`config.mk`:
```
export PLATFORM = sky130hd
export DESIGN_NAME = tt_sel_sequencer
export DESIGN_NICKNAME = d
export VERILOG_FILES = /design/src/rtl/tt_sel_sequencer.sv
export SDC_FILE = /design/constraint.sdc
export NUM_CORES = 1
export LEC_CHECK = 0
export BUFFER_PORTS_ARGS = -buffer_cell sky130_fd_sc_hd__buf_2
export CAP_MARGIN = 10
export CORE_UTILIZATION = 40
export DETAILED_ROUTE_END_ITERATION = 10
export PLACE_DENSITY = 0.64
export SLEW_MARGIN = 10
export SYNTH_ARGS = -nofsm -noshare
export SYNTH_HDL_FRONTEND = slang
export SYNTH_SLANG_ARGS = --single-unit
export TNS_END_PERCENT = 5
```
`constraint.sdc`:
```
create_clock -name clk -period 4.79 [get_ports clk]
set_clock_uncertainty 0.1 [all_clocks]
set_input_delay 1.437 -clock clk [delete_from_list [all_inputs] [get_ports clk]]
set_output_delay 1.437 -clock clk [all_outputs]
set_load 0.01 [all_outputs]
```
`src/rtl/tt_sel_sequencer.sv`:
```
// tt_sel_sequencer: drives the sel_rst_n / sel_inc / ena pad lines to select a user design by address.
// Optional macro TT_SEL_INCREMENTAL_EN: skip the reset pulse when stepping forward from the current address.
module tt_sel_sequencer #(
   parameter int AW         = 10,
   parameter int HALF_CYC   = 2,
   parameter int RST_CYC    = 4,
   parameter int SETTLE_CYC = 4
) (
   input  logic          clk,
   input  logic          rst,
   input  logic          req_valid,
   output logic          req_ready,
   input  logic [AW-1:0] req_addr,
   input  logic          req_ena,
   output logic          busy,
   output logic          done,
   output logic [AW-1:0] cur_addr,
   output logic          cur_valid,
   output logic          sel_rst_n,
   output logic          sel_inc,
   output logic          ena
);
   localparam int MX = (HALF_CYC > RST_CYC) ? ((HALF_CYC > SETTLE_CYC) ? HALF_CYC : SETTLE_CYC)
                                            : ((RST_CYC > SETTLE_CYC) ? RST_CYC : SETTLE_CYC);
   localparam int TW = $clog2(MX + 1);
   typedef enum logic [2:0] {IDLE, DIS, RST, INC_H, INC_L, SET, FIN} state_t;
   state_t state_q, state_d;
   logic [TW-1:0] tmr_q, tmr_d, lim;
   logic [AW-1:0] n_q, n_d, addr_q, addr_d, cur_addr_q, cur_addr_d;
   logic ena_lat_q, ena_lat_d, last;
   logic sel_rst_n_q, sel_rst_n_d, sel_inc_q, sel_inc_d, ena_q, ena_d;
   logic busy_q, busy_d, done_q, done_d, cur_valid_q, cur_valid_d;
`ifdef TT_SEL_INCREMENTAL_EN
   logic skip_q, skip_d;
`endif
   assign lim  = (state_q == RST) ? TW'(RST_CYC - 1)
               : (state_q == INC_H || state_q == INC_L) ? TW'(HALF_CYC - 1) : TW'(SETTLE_CYC - 1);
   assign last = tmr_q == lim;
   always_comb begin
      state_d   = state_q;
      n_d       = n_q;
      addr_d    = addr_q;
      ena_lat_d = ena_lat_q;
`ifdef TT_SEL_INCREMENTAL_EN
      skip_d    = skip_q;
`endif
      case (state_q)
         IDLE: if (req_valid) begin
            state_d   = DIS;
            addr_d    = req_addr;
            ena_lat_d = req_ena;
`ifdef TT_SEL_INCREMENTAL_EN
            skip_d    = cur_valid_q && req_addr >= cur_addr_q;
            n_d       = skip_d ? req_addr - cur_addr_q : req_addr;
`else
            n_d       = req_addr;
`endif
         end
`ifdef TT_SEL_INCREMENTAL_EN
         DIS:   if (last) state_d = skip_q ? ((n_q == '0) ? SET : INC_H) : RST;
`else
         DIS:   if (last) state_d = RST;
`endif
         RST:   if (last) state_d = (n_q == '0) ? SET : INC_H;
         INC_H: if (last) state_d = INC_L;
         INC_L: if (last) begin
            n_d     = n_q - 1'b1;
            state_d = (n_q == AW'(1)) ? SET : INC_H;
         end
         SET:   if (last) state_d = FIN;
         default: state_d = IDLE;
      endcase
      tmr_d = (state_d != state_q || state_q == IDLE) ? '0 : tmr_q + 1'b1;
   end
   // Pad lines follow the next state so they change on the same edge as the FSM.
   always_comb begin
      sel_rst_n_d = state_d != RST;
      sel_inc_d   = state_d == INC_H;
      ena_d       = (state_d == DIS) ? 1'b0 : (state_q == FIN) ? ena_lat_q : ena_q;
      cur_valid_d = (state_d == DIS) ? 1'b0 : (state_q == FIN) ? 1'b1 : cur_valid_q;
      cur_addr_d  = (state_q == FIN) ? addr_q : cur_addr_q;
      done_d      = state_q == FIN;
      busy_d      = state_d != IDLE || state_q == FIN;
   end
   always_ff @(posedge clk or posedge rst) begin
      if (rst) begin
         state_q     <= IDLE;
         tmr_q       <= '0;
         n_q         <= '0;
         addr_q      <= '0;
         ena_lat_q   <= 1'b0;
         sel_rst_n_q <= 1'b1;
         sel_inc_q   <= 1'b0;
         ena_q       <= 1'b0;
         busy_q      <= 1'b0;
         done_q      <= 1'b0;
         cur_addr_q  <= '0;
         cur_valid_q <= 1'b0;
`ifdef TT_SEL_INCREMENTAL_EN
         skip_q      <= 1'b0;
`endif
      end else begin
         state_q     <= state_d;
         tmr_q       <= tmr_d;
         n_q         <= n_d;
         addr_q      <= addr_d;
         ena_lat_q   <= ena_lat_d;
         sel_rst_n_q <= sel_rst_n_d;
         sel_inc_q   <= sel_inc_d;
         ena_q       <= ena_d;
         busy_q      <= busy_d;
         done_q      <= done_d;
         cur_addr_q  <= cur_addr_d;
         cur_valid_q <= cur_valid_d;
`ifdef TT_SEL_INCREMENTAL_EN
         skip_q      <= skip_d;
`endif
      end
   end
   assign req_ready = state_q == IDLE;
   assign busy      = busy_q;
   assign done      = done_q;
   assign cur_addr  = cur_addr_q;
   assign cur_valid = cur_valid_q;
   assign sel_rst_n = sel_rst_n_q;
   assign sel_inc   = sel_inc_q;
   assign ena       = ena_q;
endmodule
```
Word level (Yosys, flattened, before mapping):

Index checks and enable logic that the tools add are counted.

* flip-flop bits (word level): 43
* bits of input ports: 14
* word-level logic and storage cells: 57

* add/sub/neg operators: 2
* equal/unequal tests: 14
* multiplexer cells: 19
* reductions and logical operators: 10

Operators with widths (count)
* $mux 3: 9
* $mux 10: 2
* $pmux 10 s2: 1
* $pmux 3 s6: 1
* $eq 10x1->1 const B: 1
* $logic_not 10->1: 1
* $sub 10x1->10 const B: 1
* $eq 3x2->1 const B: 3
* $eq 3x3->1 const B: 3
* $eq 3x1->1 const B: 2
* $mux 1: 4
* $mux 2: 2
* $ne 2x2->1 const B: 2
* $reduce_bool 2->1: 2
* $add 3x1->3 const B: 1
* $eq 3x2->1: 1
* $logic_not 3->1: 1
* $logic_or 1x1->1: 3
* $ne 3x2->1 const B: 1
* $ne 3x3->1: 1
* $reduce_and 3->1: 1
* $reduce_bool 3->1: 1
* $reduce_and 2->1: 1

Longest topological paths before layout:

* depth after elaboration: 10
* depth in mapped cells: 7
* gate-level depth less buffers: 7

Worst setup path before layout:

No wires, ideal clock.

* path kind: input -> register
* start point: in req_valid
* end point: reg addr_q[1]
* library setup time: 125 ps
* arrival time: 2283 ps
* required time: 4565 ps
* path slack: 2283 ps
* stages on the path: 3
* path buffers: 1
* path through: nor4b_2 > buf_2 > mux2_2

* word-level cells in the longest chain between the ends: 1

RTL lines
* start: declaration: RTL line 11 `input logic req_valid,`
* $reduce_and 2->1 (no line)
* end signal: assignment: RTL line 106 `addr_q <= addr_d;`
* end: declaration: RTL line 29 `logic [AW-1:0] n_q, n_d, addr_q, addr_d, cur_addr_q, cur_addr_d;`

Every way passes these cells.
A chain may end at the register's enable or synchronous reset.

Worst setup path after layout:

* start point: reg state_q[0]
* end point: out req_ready

* word-level cells in the longest chain between the ends: 1

RTL lines
* start: declaration: RTL line 27 `state_t state_q, state_d;`
* start signal: assignment: RTL line 103 `state_q <= state_d;`
* $logic_not 3->1: RTL line 120 `assign req_ready = state_q == IDLE;`
* end: declaration: RTL line 12 `output logic req_ready,`

Every way passes these cells.

==> results.json <==
{
  "status": "finished, final reports clean",
  "clockBufferDepth": 2,
  "relSlewSlack_pct": 46.00,
  "yosysWarnings": 0,
  "gp_congestion": 0.8135,
  "slew_viol_final": 0,
  "die_h_microns": 75.07,
  "synth_top_family_by_area": "simple AND/OR/NAND/NOR gates",
  "rows": 26,
  "intPower_mw": 1.014,
  "cts_tree": "yes",
  "area_growth_pct": 15.00,
  "ys_ff_latch": 43,
  "cp.required_ns": 3.25,
  "avgRoutedWirePerCell_microns": 13.02,
  "syn_area_sq_um": 2136,
  "grt_pass1_wl_microns": 7038,
  "hold_path.class": "register to register",
  "routed_wl_microns": 4115,
  "die_area_sq_um": 5636,
  "dp_hpwl_microns": 2898,
  "track_usage_pct": 16.45,
  "synth_cells": 217,
  "end_kind": "output pin",
  "antennaDiodeCount": 0,
  "power_mw": 1.584,
  "synth_area_leaders": "dfrtp_1 (49%), nand2_1 (7.2%), mux2_2 (5.8%)",
  "cts_root_buf": "clkbuf_8",
  "dr.pass1.iters": 4,
  "grt_setup_unrepaired": "no",
  "path_cells": "nor3_1 > buf_2",
  "overflow": 0,
  "synthMuxAreaShare_pct": 5.800,
  "cts_hold_buffers": 0,
  "swShare_pct": 36.00,
  "crit_slowest_cell": "dfrtp_1",
  "post_cts_buffers": 0,
  "setup.worst_path.start_class": "register",
  "async_flop_share_pct": 100.0,
  "synth-simple-area-share_pct": 21.56,
  "drtAntennaViolNets": 0,
  "start_util_pct": 41.55,
  "seq_area_frac_synth_pct": 50.44,
  "cts_sinks": 43,
  "drive_gt1_share_pct": 24.39,
  "synth_fa_ha_area_share_pct": 2.343,
  "grt_pass1_vias": 1506,
  "vias": 1624,
  "critPathBufInv": 1,
  "core_region_area_sq_um": 5140,
  "placed_area_sq_um": 2323,
  "synthXorXnorAreaFrac_pct": 0.8202,
  "power_frac_seq_pct": 44.1,
  "synth_compound_area_share_pct": 14.76,
  "min_from": "addr_q[6]$_DFFE_PP0P_",
  "cp_top_family": "flip-flops",
  "final_util_pct": 47.78,
  "synth_ff_type": "dfrtp_1",
  "p_comb_share_pct": 35.1,
  "synth_cell_types": 44,
  "p_leak_nw": 1.122,
  "r2r_start": "state_q[0]$_DFF_PP0_",
  "fin_nets": 263,
  "period_share_pct": 58.13,
  "path_class": "register to output pin",
  "post_cts_resized": 0,
  "syn-num-nets": 235,
  "vias_per_cell": 5.139,
  "io_buffers": 30,
  "synth-edff-count": 0,
  "avgSynthCellArea_sq_um": 9.842,
  "worst_slew_pin_slew_ns": 0.8065,
  "p_per_area_nw_per_um2": 644.8,
  "power_frac_clock_pct": 20.8,
  "grt_start_max_net_pins": 44,
  "finalHoldViolCount": 0,
  "io_pins": 31,
  "fillCellCount": 514,
  "cap_violations": 0,
  "worstPathArrival_ns": 1.25,
  "dieWidth_microns": 75.07,
  "setup_violations": 0,
  "p_switching_uw": 570.1,
  "ir_drop_uv": 291.9,
  "crit_fanout": 19,
  "cpPeakStageDelay_ns": 0.59,
  "yosysTopAreaCell": "dfrtp_1",
  "cp-startpoint": "state_q[0]$_DFF_PP0_",
  "drc": 0,
  "yosys.area.top_type_share_pct": 49.21,
  "h-tree-depth": 2,
  "tns_ns": 0,
  "initialDrtViolationCount": 131,
  "final_area_sq_um": 2456,
  "clkTransAtPathRegs_ns": 0.08,
  "numCtsBuffers": 5,
  "clk_latency_ns": 0.29,
  "period_needed_ns": 2.785,
  "antenna_found_initial": 0,
  "clock.fmax_mhz": 359.1
}
==> cell usage after synthesis, types with 3 or more instances <==
library cell / instances
a21oi_1: 11
o21ai_0: 15
a31oi_1: 3
nand2_1: 41
nand2b_1: 4
nand3b_1: 3
ha_1: 4
inv_1: 5
nor2b_1: 7
nor2_1: 20
mux2_2: 11
nand3_1: 3
o22a_1: 4
clkbuf_1: 4
buf_2: 4
dfrtp_1: 42
==> power by group through the flow <==
stage / clock network [mW] / registers [mW] / logic, mW
finish: 0.330 / 0.698 / 0.555
global route: 0.358 / 0.731 / 0.637
CTS: 0.339 / 0.699 / 0.562
detailed placement: 0 / 0.706 / 0.561
global placement: 0 / 0.702 / 0.552
floorplan: 0 / 0.675 / 0.443
==> sequential cells by signal, indices dropped and copies added (netlist names) <==
register	flops
state_q	3
done	1
cur_addr	10
busy	1
cur_valid	1
ena	1
tmr_q	3
addr_q	10
sel_rst_n	1
n_q	10
sel_inc	1
ena_lat_q	1
==> cells in the final DEF, fill, tap and decap left out, types with 2 or more instances in the layout <==
cell / instances
a21oi_1: 11
a31oi_1: 3
buf_2: 30
buf_4: 3
bufinv_16: 2
clkbuf_8: 5
dfrtp_1: 42
ha_1: 4
inv_1: 5
mux2_2: 11
nand2_1: 41
nand2b_1: 4
nand3_1: 3
nand3b_1: 3
nor2_1: 20
nor2b_1: 7
nor3_1: 2
nor3b_2: 2
nor4_1: 2
o21a_1: 2
o21ai_0: 15
o21ai_1: 2
o22a_1: 4
o31ai_1: 2
==> final cells by class <==
class | count | area [sq um] | area share [%]
clock inverter | 2 | 60.06 | 2.445
tap | 70 | 87.58 | 3.566
sequential | 43 | 1077 | 43.86
multi-input combinational | 157 | 967.2 | 39.38
clock buffer | 6 | 72.57 | 2.955
timing repair buffer | 33 | 172.7 | 7.030
inverter | 5 | 18.77 | 0.7641
==> per-layer routing <==
| layer | vias up | share of wire, % | global-route usage (%) |
|---|---|---|---|
| met5 | - | 0 | 0 |
| met4 | 0 | 1.4 | 5.870 |
| met3 | 7 | 4.5 | 4.418 |
| met2 | 36 | 46 | 25.03 |
| met1 | 778 | 48 | 22.60 |
| li1 | 803 | - | - |
==> final timing paths <==
path                       slack, ns                       to  depth (start not counted)
min                             0.36  cur_addr[6]$_DFFE_PP0P_                          2
min reg2reg                     0.36  cur_addr[6]$_DFFE_PP0P_                          2
min in group asynchronous       1.16        sel_inc$_DFF_PP0_                          3
max reg2reg                     2.55       n_q[9]$_DFFE_PP0P_                          5
max in group asynchronous       3.05       tmr_q[0]$_DFF_PP0_                          3
max                             2.01                req_ready                          2
==> worst min-delay path, delay by kind of cell, from the launching register on <==
family | cells | cell delay (ns)
flip-flops | 1 | 0.34
AND/OR/NAND/NOR | 2 | 0.10
==> cell families after synthesis <==
| group | after synthesis |
|---|---|
| DFF | 43 |
| and+or+nand+nor | 91 |
| AOI/OAI and AO/OA | 49 |
| muxes | 11 |
| adders and majority gates | 4 |
| buffers and inverters | 17 |
| xor gates and xnor gates | 2 |
==> stage by stage <==
step                worst slack (ns)  cells  hold WS (ns)
finish                         2.005    316        0.3598
global route                   1.878    316        0.3880
CTS                            1.995    316        0.3695
detailed placement             1.967    308        0.3476
global placement               1.979    308        0.3427
floorplan                      2.252    217        0.3348
Power figures use the tool's default switching activity.
